$ cat config.mk
export PLATFORM = sky130hd
export DESIGN_NAME = pattern_scheduler
export DESIGN_NICKNAME = d
export VERILOG_FILES = /design/src/rtl/pattern_scheduler_pkg.sv /design/src/rtl/frame_req_sync.sv /design/src/rtl/pattern_scheduler.sv
export SDC_FILE = /design/constraint.sdc
export NUM_CORES = 1
export LEC_CHECK = 0
export CAP_MARGIN = 20
export CORE_UTILIZATION = 52
export DETAILED_ROUTE_END_ITERATION = 16
export PLACE_DENSITY = 0.84
export SLEW_MARGIN = 40
export SYNTH_ARGS = -nofsm -noshare
export SYNTH_HDL_FRONTEND = slang
export SYNTH_HIERARCHICAL = 1
export SYNTH_SLANG_ARGS = --single-unit
$ cat constraint.sdc
create_clock -name clk -period 2.4 [get_ports clk]
set_input_delay 0.36 -clock clk [delete_from_list [all_inputs] [get_ports clk]]
set_output_delay 0.36 -clock clk [all_outputs]
set_load 0.005 [all_outputs]
$ cat src/rtl/pattern_scheduler_pkg.sv
// Shared constants for the pattern scheduler: pattern indices, per-pattern dwell
// table (in frames) and the encoding of a pending manual request.
package pattern_scheduler_pkg;

   localparam logic [1:0] PAT_0 = 2'd0;
   localparam logic [1:0] PAT_1 = 2'd1;
   localparam logic [1:0] PAT_2 = 2'd2;

   localparam int unsigned DWELL_W = 16;

   localparam logic [DWELL_W-1:0] DWELL_PAT_0 = 16'd240;
   localparam logic [DWELL_W-1:0] DWELL_PAT_1 = 16'd480;
   localparam logic [DWELL_W-1:0] DWELL_PAT_2 = 16'd360;

   typedef enum logic [1:0] {
      PEND_NONE = 2'd0,
      PEND_NEXT = 2'd1,
      PEND_PREV = 2'd2
   } pend_dir_e;

   // Indices beyond the table reuse the pattern-0 dwell so a wider build still times out.
   function automatic logic [DWELL_W-1:0] dwell_frames(input logic [1:0] idx);
      logic [DWELL_W-1:0] result;
      case (idx)
         PAT_0:   result = DWELL_PAT_0;
         PAT_1:   result = DWELL_PAT_1;
         PAT_2:   result = DWELL_PAT_2;
         default: result = DWELL_PAT_0;
      endcase
      return result;
   endfunction

endpackage

$ cat src/rtl/frame_req_sync.sv
// Detects the vsync rising edge (frame origin) and holds the last manual request
// until that origin consumes it; request latency is one cycle.
module frame_req_sync
   import pattern_scheduler_pkg::*;
(
   input  logic      clk,
   input  logic      rst_n,
   input  logic      vsync,
   input  logic      req_next,
   input  logic      req_prev,
   output logic      frame_tick,
   output pend_dir_e pend_dir,
   output logic      req_pending
);

   logic      vsync_q;
   pend_dir_e pend_q;
   pend_dir_e pend_d;

   // vsync_q resets high so a vsync already high out of reset is not an edge.
   always_ff @(posedge clk) begin
      if (!rst_n) begin
         vsync_q <= 1'b1;
         pend_q  <= PEND_NONE;
      end else begin
         vsync_q <= vsync;
         pend_q  <= pend_d;
      end
   end

   assign frame_tick = vsync & ~vsync_q;

   // A tick consumes the held request; one arriving on the tick itself survives it.
   always_comb begin
      pend_d = pend_q;
      if (frame_tick) begin
         pend_d = PEND_NONE;
      end
      if (req_next && !req_prev) begin
         pend_d = PEND_NEXT;
      end else if (req_prev && !req_next) begin
         pend_d = PEND_PREV;
      end
   end

   assign pend_dir    = pend_q;
   assign req_pending = (pend_q != PEND_NONE);

endmodule

$ cat src/rtl/pattern_scheduler.sv
// Chooses the active test pattern per frame: manual next/prev requests win, else
// auto-advance on dwell expiry. Registered outputs update one cycle after the tick.
module pattern_scheduler
   import pattern_scheduler_pkg::*;
#(
   parameter int NUM_PATTERNS = 3,
   parameter int FRAME_W      = 10
)
(
   input  logic                    clk,
   input  logic                    rst_n,
   input  logic                    vsync,
   input  logic                    paused,
   input  logic                    auto_en,
   input  logic                    req_next,
   input  logic                    req_prev,
   output logic [1:0]              pattern_select,
   output logic [NUM_PATTERNS-1:0] pattern_enable,
   output logic [NUM_PATTERNS-1:0] next_frame,
   output logic                    switch_pulse,
   output logic [FRAME_W-1:0]      frame_count,
   output logic                    req_pending
);

   localparam logic [1:0] LAST_SEL = 2'(NUM_PATTERNS - 1);

   logic              frame_tick;
   pend_dir_e         pend_dir;

   logic [1:0]         sel_q, sel_d;
   logic [FRAME_W-1:0] cnt_q, cnt_d;
   logic               sw_pulse_q, sw_pulse_d;

   logic [1:0]         sel_inc, sel_dec;
   logic [FRAME_W-1:0] dwell_last;
   logic               do_switch;

   frame_req_sync u_sync (
      .clk         (clk),
      .rst_n       (rst_n),
      .vsync       (vsync),
      .req_next    (req_next),
      .req_prev    (req_prev),
      .frame_tick  (frame_tick),
      .pend_dir    (pend_dir),
      .req_pending (req_pending)
   );

   assign sel_inc    = (sel_q == LAST_SEL) ? 2'd0 : sel_q + 2'd1;
   assign sel_dec    = (sel_q == 2'd0) ? LAST_SEL : sel_q - 2'd1;
   assign dwell_last = FRAME_W'(dwell_frames(sel_q) - 16'd1);

   always_ff @(posedge clk) begin
      if (!rst_n) begin
         sel_q      <= PAT_0;
         cnt_q      <= '0;
         sw_pulse_q <= 1'b0;
      end else begin
         sel_q      <= sel_d;
         cnt_q      <= cnt_d;
         sw_pulse_q <= sw_pulse_d;
      end
   end

   // Manual request beats dwell expiry, so a coinciding pair yields a single switch.
   always_comb begin
      sel_d     = sel_q;
      cnt_d     = cnt_q;
      do_switch = 1'b0;
      if (frame_tick) begin
         case (pend_dir)
            PEND_NEXT: begin
               sel_d     = sel_inc;
               do_switch = 1'b1;
            end
            PEND_PREV: begin
               sel_d     = sel_dec;
               do_switch = 1'b1;
            end
            default: begin
               if (auto_en && !paused) begin
                  if (cnt_q == dwell_last) begin
                     sel_d     = sel_inc;
                     do_switch = 1'b1;
                  end else begin
                     cnt_d = cnt_q + 1'b1;
                  end
               end
            end
         endcase
         if (do_switch) begin
            cnt_d = '0;
         end
      end
      sw_pulse_d = do_switch;
   end

   always_comb begin
      pattern_enable = '0;
      next_frame     = '0;
      for (int i = 0; i < NUM_PATTERNS; i++) begin
         pattern_enable[i] = (sel_q == 2'(i));
         next_frame[i]     = frame_tick && !paused && !do_switch && (sel_q == 2'(i));
      end
   end

   assign pattern_select = sel_q;
   assign frame_count    = cnt_q;
   assign switch_pulse   = sw_pulse_q;

endmodule

Word level (Yosys, flattened, before mapping) --
Index checks and enable logic that the tools add are counted.
Operators by class: add/subtract/negate cells 4, equal/unequal tests 7, multiplexer cells 18, bitwise operators 3, reduce and logical (&&, ||, !) cells 23
Operators by type and width (count):
- 2-to-1 mux 10 bit | 4
- case mux 9 bit (2 select lines) | 1
- 2-to-1 mux 2 bit | 6
- adder 10 x 1 -> 10 bit, second input constant | 1
- == test 10 bit | 1
- subtractor 10 x 1 -> 10 bit, second input constant | 1
- nonzero test 3 bit | 3
- logical AND 1 bit | 8
- 2-to-1 mux 1 bit | 6
- nonzero test 2 bit | 3
- == test 2 x 1 -> 1 bit, second input constant | 2
- == test 2 bit, second input constant | 2
- zero test 1 bit | 4
- inequality test 2 x 1 -> 1 bit, second input constant | 2
- case mux 2 bit (2 select lines) | 1
- AND reduction 4 bit | 1
- OR reduction 2 bit | 2
- AND reduction 3 bit | 1
- adder 2 x 1 -> 2 bit, second input constant | 1
- zero test 2 bit | 1
- NOT 1 bit | 2
- subtractor 2 x 1 -> 2 bit, second input constant | 1
- AND 1 bit | 1
Storage, ports and cells: register bits after elaboration 16, bits of input ports 7, output and inout port bits 20, word-level logic and storage cells 61

Longest topological paths before layout --
Gate-level depths: netlist (run 1).
depth after elaboration 12, depth in mapped cells 7, gate-level depth less buffers 6

Modules after synthesis --
The synthesis (run 1) kept the hierarchy.
By module, submodules not included:
- pattern_scheduler | times used 1, cells an instance 100, area each 930.9 um^2, seq. area each 260.2 um^2
- frame_req_sync | times used 1, cells an instance 14, area each 161.4 um^2, seq. area each 60.1 um^2

Worst setup path before layout (run 1) --
Ideal clock, no wire load.
path type register -> output, start register sel_q[0], in the netlist pattern_select[0], end output next_frame[0], data arrival time 1.483 ns, data required time 2.040 ns, path slack 0.557 ns, cell stages (with the launch flop) 7, path buffers 0, path through dfxtp_1 -> inv_1 -> ha_1 -> xor2_1 -> nor3_2 -> a311oi_1 -> and2_1
On the way: longest elaborated chain between the ends 12, elaborated cells between the ends (all ways) 14, those cells by class 1 x add/sub; 3 x eq/ne; 6 x mux; 4 x reduce/logical
RTL lines:
- from (decl) | line pattern_scheduler.sv:30 | logic [1:0] sel_q, sel_d;
- from (signal assigned) | line pattern_scheduler.sv:59 | sel_q <= sel_d;
- == test 2 bit / == test 2 x 1 -> 1 bit (equally long branches) | line pattern_scheduler_pkg.sv:24 | case (idx)
- case mux 9 bit (2 select lines) | line pattern_scheduler_pkg.sv:24
- subtractor 10 x 1 -> 10 bit | line pattern_scheduler.sv:51 | assign dwell_last = FRAME_W'(dwell_frames(sel_q) - 16'd1);
- == test 10 bit | line pattern_scheduler.sv:82 | if (cnt_q == dwell_last) begin
- 2-to-1 mux 1 bit | line pattern_scheduler.sv:82
- 2-to-1 mux 1 bit | line pattern_scheduler.sv:81 | if (auto_en && !paused) begin
- 2-to-1 mux 1 bit | line pattern_scheduler.sv:71 | case (pend_dir)
- 2-to-1 mux 1 bit (2 in series) | line pattern_scheduler.sv:70 | if (frame_tick) begin
- zero test 1 bit | line pattern_scheduler.sv:103 | next_frame[i] = frame_tick && !paused && !do_switch && (sel_q == 2'(i));
- logical AND 1 bit | line pattern_scheduler.sv:103
- logical AND 1 bit (*) | line pattern_scheduler.sv:103
- to (decl) | line pattern_scheduler.sv:19 | output logic [NUM_PATTERNS-1:0] next_frame,
Mark *: on every way between the ends. The rest lies on a longest branch, timed or not. The select of a mux whose other input is x is not followed.

Worst setup path in the final report (run 1) --
start register cnt_q[0], in the netlist frame_count[0], end output next_frame[2]
On the way: longest elaborated chain between the ends 9
RTL lines:
- from (decl) | line pattern_scheduler.sv:31 | logic [FRAME_W-1:0] cnt_q, cnt_d;
- from (signal assigned) | line pattern_scheduler.sv:60 | cnt_q <= cnt_d;
- == test 10 bit | line pattern_scheduler.sv:82
- 2-to-1 mux 1 bit | line pattern_scheduler.sv:82
- 2-to-1 mux 1 bit | line pattern_scheduler.sv:81
- 2-to-1 mux 1 bit | line pattern_scheduler.sv:71
- 2-to-1 mux 1 bit (2 in series) | line pattern_scheduler.sv:70
- zero test 1 bit | line pattern_scheduler.sv:103
- logical AND 1 bit (2 in series) | line pattern_scheduler.sv:103
Every way passes these cells. The select of a mux whose other input is x is not followed.

==> metrics.log, run 1 <==
[metrics] category of the critical setup timing path: flop to primary output
[metrics] HPWL after detailed placement: 1.73 mm
[metrics] total I/O pin count: 27
[metrics] sequential share of the synthesized area: 29.3%
[metrics] Post-Route Hold Slack: 509 ps
[metrics] area grow syn2layout: 36.9%
[metrics] placement row count: 16
[metrics] global-route wire length before repair: 3.43 mm
[metrics] ant diodes: 0
[metrics] Max VDD drop: roughly 0.00031 V
[metrics] worst hold-check path type: flop to flop
[metrics] number of global-route vias before repair: 774
[metrics] Gate Count Post-Synth: 114
[metrics] clock slew at the register clock pins of the worst setup and hold paths: 100 ps
[metrics] Post-Place Cell Area: 1420 sq um
[metrics] H-tree level count: 1
[metrics] average cell area after synthesis: roughly 9.6 sq um
[metrics] initial antenna violation count: 0
[metrics] GPL Wtd Cong: roughly 0.83
[metrics] async set-reset flop share out of synthesis: 0%
[metrics] leading cell type by number of instances after synthesis: dfxtp_1
[metrics] RSZ-0062 raised after global routing: no
[metrics] Post-synth EDFFs: 0
[metrics] Arr. time, crit path: 1910 ps
[metrics] worst slack, placed: -213 ps
[metrics] leakage component of the power: 0.550 nW
[metrics] main flop type after synthesis: dfxtp_1
[metrics] fraction of final layout cells sized beyond drive strength 1: 25.3%
[metrics] maximum number of pins on one net before global-route repair: 12
[metrics] worst-case clock skew: 8.82 ps
[metrics] number of port buffers: 26
[metrics] maximum number of buffers from clock root to sink: 2
[metrics] count of final hold-check violations: 0
[metrics] overall overflow remaining after global route: 0
[metrics] maximum operating frequency: 441 MHz
[metrics] overall die height: 47.8 microns
[metrics] core area: between 1500 and 2000 sq um
[metrics] highest net fanout along the worst path: 7
[metrics] first-pass iteration count of the detailed router: 4
[metrics] WP data required: 2040 ps
[metrics] total detailed-routing wirelength: 2.32 mm
[metrics] portion of synthesized cell area occupied by the leading cell type: between 20 and 30%
[metrics] # DRC: 0
[metrics] final-layout setup total negative slack: 0 ps
[metrics] vias after detailed routing: about 940
[metrics] number of nets in the synthesized netlist: 128
[metrics] Period Utilization, post-route: 94.5%
[metrics] endpoint kind of the worst setup timing path: primary output
[metrics] clock sink total: 16
[metrics] summed instance area of the synthesized netlist: 1090 sq um
[metrics] worst slew margin relative to its limit: 74.0%
[metrics] reg-to-reg slack, setup: between 500 and 600 ps
[metrics] cell type contributing the most total cell area after synthesis: dfxtp_1
[metrics] most area-consuming cells after synthesis: dfxtp_1 29%, ha_1 8.0%, xnor2_1 8.0%, a2111oi_4 5.0%, nor2_1 3.8%
[metrics] Pwr per Cell Area: 373 nW/um^2
[metrics] average routed wire per standard cell: 13.1 microns
[metrics] warning count from the yosys run: 6
[metrics] overall power: 0.558 mW
[metrics] clock latency at the later pin of the worst-skew pair: 300 ps
[metrics] CTS Buf Count: 3
[metrics] max-cap check violation count: 0
[metrics] post-route cell area: 1500 sq um
[metrics] all-layer global routing usage: 21.7%
[metrics] Die W: 47.8 microns
[metrics] clock root buffer master: clkbuf_4
[metrics] min cycle time layout: roughly 2300 ps
[metrics] worst-case setup margin in the final layout: 131 ps
[metrics] layout filler cell count: 150
[metrics] max-slew violations: 0
[metrics] number of DRC markers in iteration 0: 16
[metrics] full die area: 2290 sq um
[metrics] Seq cells post-synth: 16
[metrics] post-layout net count: between 150 and 200
[metrics] Initial Util: 55.7%
[metrics] clock tree from TritonCTS: built
[metrics] number of vias per cell: 5.29
[metrics] Worst-Margin Slew: 389 ps
[metrics] total of endpoints with negative setup slack in the final report: 0
[metrics] residual antenna-violating net count after detailed routing: 0
[metrics] Post-synth top cells: 16 x dfxtp_1, 11 x nor2_1, 10 x nand2_1, 10 x xnor2_1
[metrics] result of the run: finished, final reports clean
[metrics] kind of launch point of the worst setup path: flop
[metrics] number of distinct standard cells referenced by the synthesized netlist: 37
[critical path: stages (launching register included)]
cell,delay [ps]
dfxtp_1,500
ha_1,220
nand4b_1,130
nor2_1,210
a311oi_2,140
and2_1,160
dlygate4sd2_1,260
[area by class of cell]
| class | instances | area [sq um] | share of cell area (%) |
|---|---|---|---|
| Inverter | 7 | 26.3 | 1.76 |
| Tap cell | 27 | 33.8 | 2.26 |
| Clock buffer | 4 | 36.3 | 2.43 |
| Timing Repair Buffer | 36 | 332 | 22.2 |
| Multi-Input combinational cell | 87 | 746 | 49.9 |
| Sequential cell | 16 | 322 | 21.5 |
[worst paths after layout]
path                                         start                 end  cells past startpoint
worst min-delay path            u_sync/pend_dir[1]  u_sync/pend_dir[1]                      2
worst min register to register  u_sync/pend_dir[1]  u_sync/pend_dir[1]                      2
worst max-delay path                frame_count[0]       next_frame[2]                      6
worst max register to register      frame_count[0]      frame_count[5]                      6
[placed cells by master (no fill, tap or decap), drive strengths merged, types with 2 or more instances in the layout]
cell | synthesis | layout
a2111oi | 4 | 4
nand3 | 6 | 6
nand3b | 2 | 2
clkdlybuf4s50 | 0 | 23
o31ai | 2 | 2
nor3 | 2 | 2
inv | 7 | 7
buf | 3 | 10
dfxtp | 16 | 16
clkbuf | 1 | 4
nand2b | 3 | 3
mux2i | 3 | 3
dlygate4sd2 | 0 | 3
nor2b | 3 | 3
a211oi | 4 | 4
nand2 | 10 | 10
ha | 7 | 7
nor2 | 13 | 13
a21oi | 2 | 2
xnor2 | 10 | 10
and2 | 3 | 3
xor2 | 2 | 2
[repair_timing]
item	4_1_cts	5_1_grt
setup buffers	1	0
hold buffers	0	0
setup endpoints to repair	3	3
pin swaps	6	1
resized for setup	8	2
[power by group]
part | switching (mW) | internal, mW
logic | 0.0468 | 0.0474
clock network | 0.0948 | 0.0926
registers | 0.00554 | 0.270
[routing by layer]
| metal | up-vias | GRT usage [%] | part of all wire, % |
|---|---|---|---|
| met1 | 442 | 26.1 | 45 |
| met2 | 23 | 37.8 | 50 |
| met4 | 0 | 8.89 | 1.3 |
| met5 | - | 0 | 0 |
| li1 | 467 | - | - |
| met3 | 5 | 3.77 | 3.9 |
[metrics by stage]
step,utilization (%),std cells
floorplan,-,114
global placement,72.4,172
detailed placement,72.4,172
CTS,75.5,177
global route,76.2,177
finish,76.2,177
[flip-flops by register name, indices dropped and copies added (netlist names)]
signal and flops:
u_sync/vsync_q 1, switch_pulse 1, u_sync/pend_dir 2, frame_count 10, pattern_select 2
[kinds of logic (layout without fill, tap and decap cells)]
family | count (synthesis) | in the layout | synth area share, %
fa+ha+maj | 7 | 7 | 8.02
xor+xnor | 12 | 12 | 9.62
mux | 4 | 4 | 3.78
flops | 16 | 16 | 29.3
simple gates | 46 | 46 | 26.1
compound gates | 18 | 18 | 17.8
buf+inv | 11 | 47 | 5.38
Power figures use the tool's default switching activity.
==> run 2: changes to the inputs <==
- SLEW_MARGIN: 40 -> 25
==> results of run 2 <==
Final layout, timing and power as in run 1 (identical DEF).
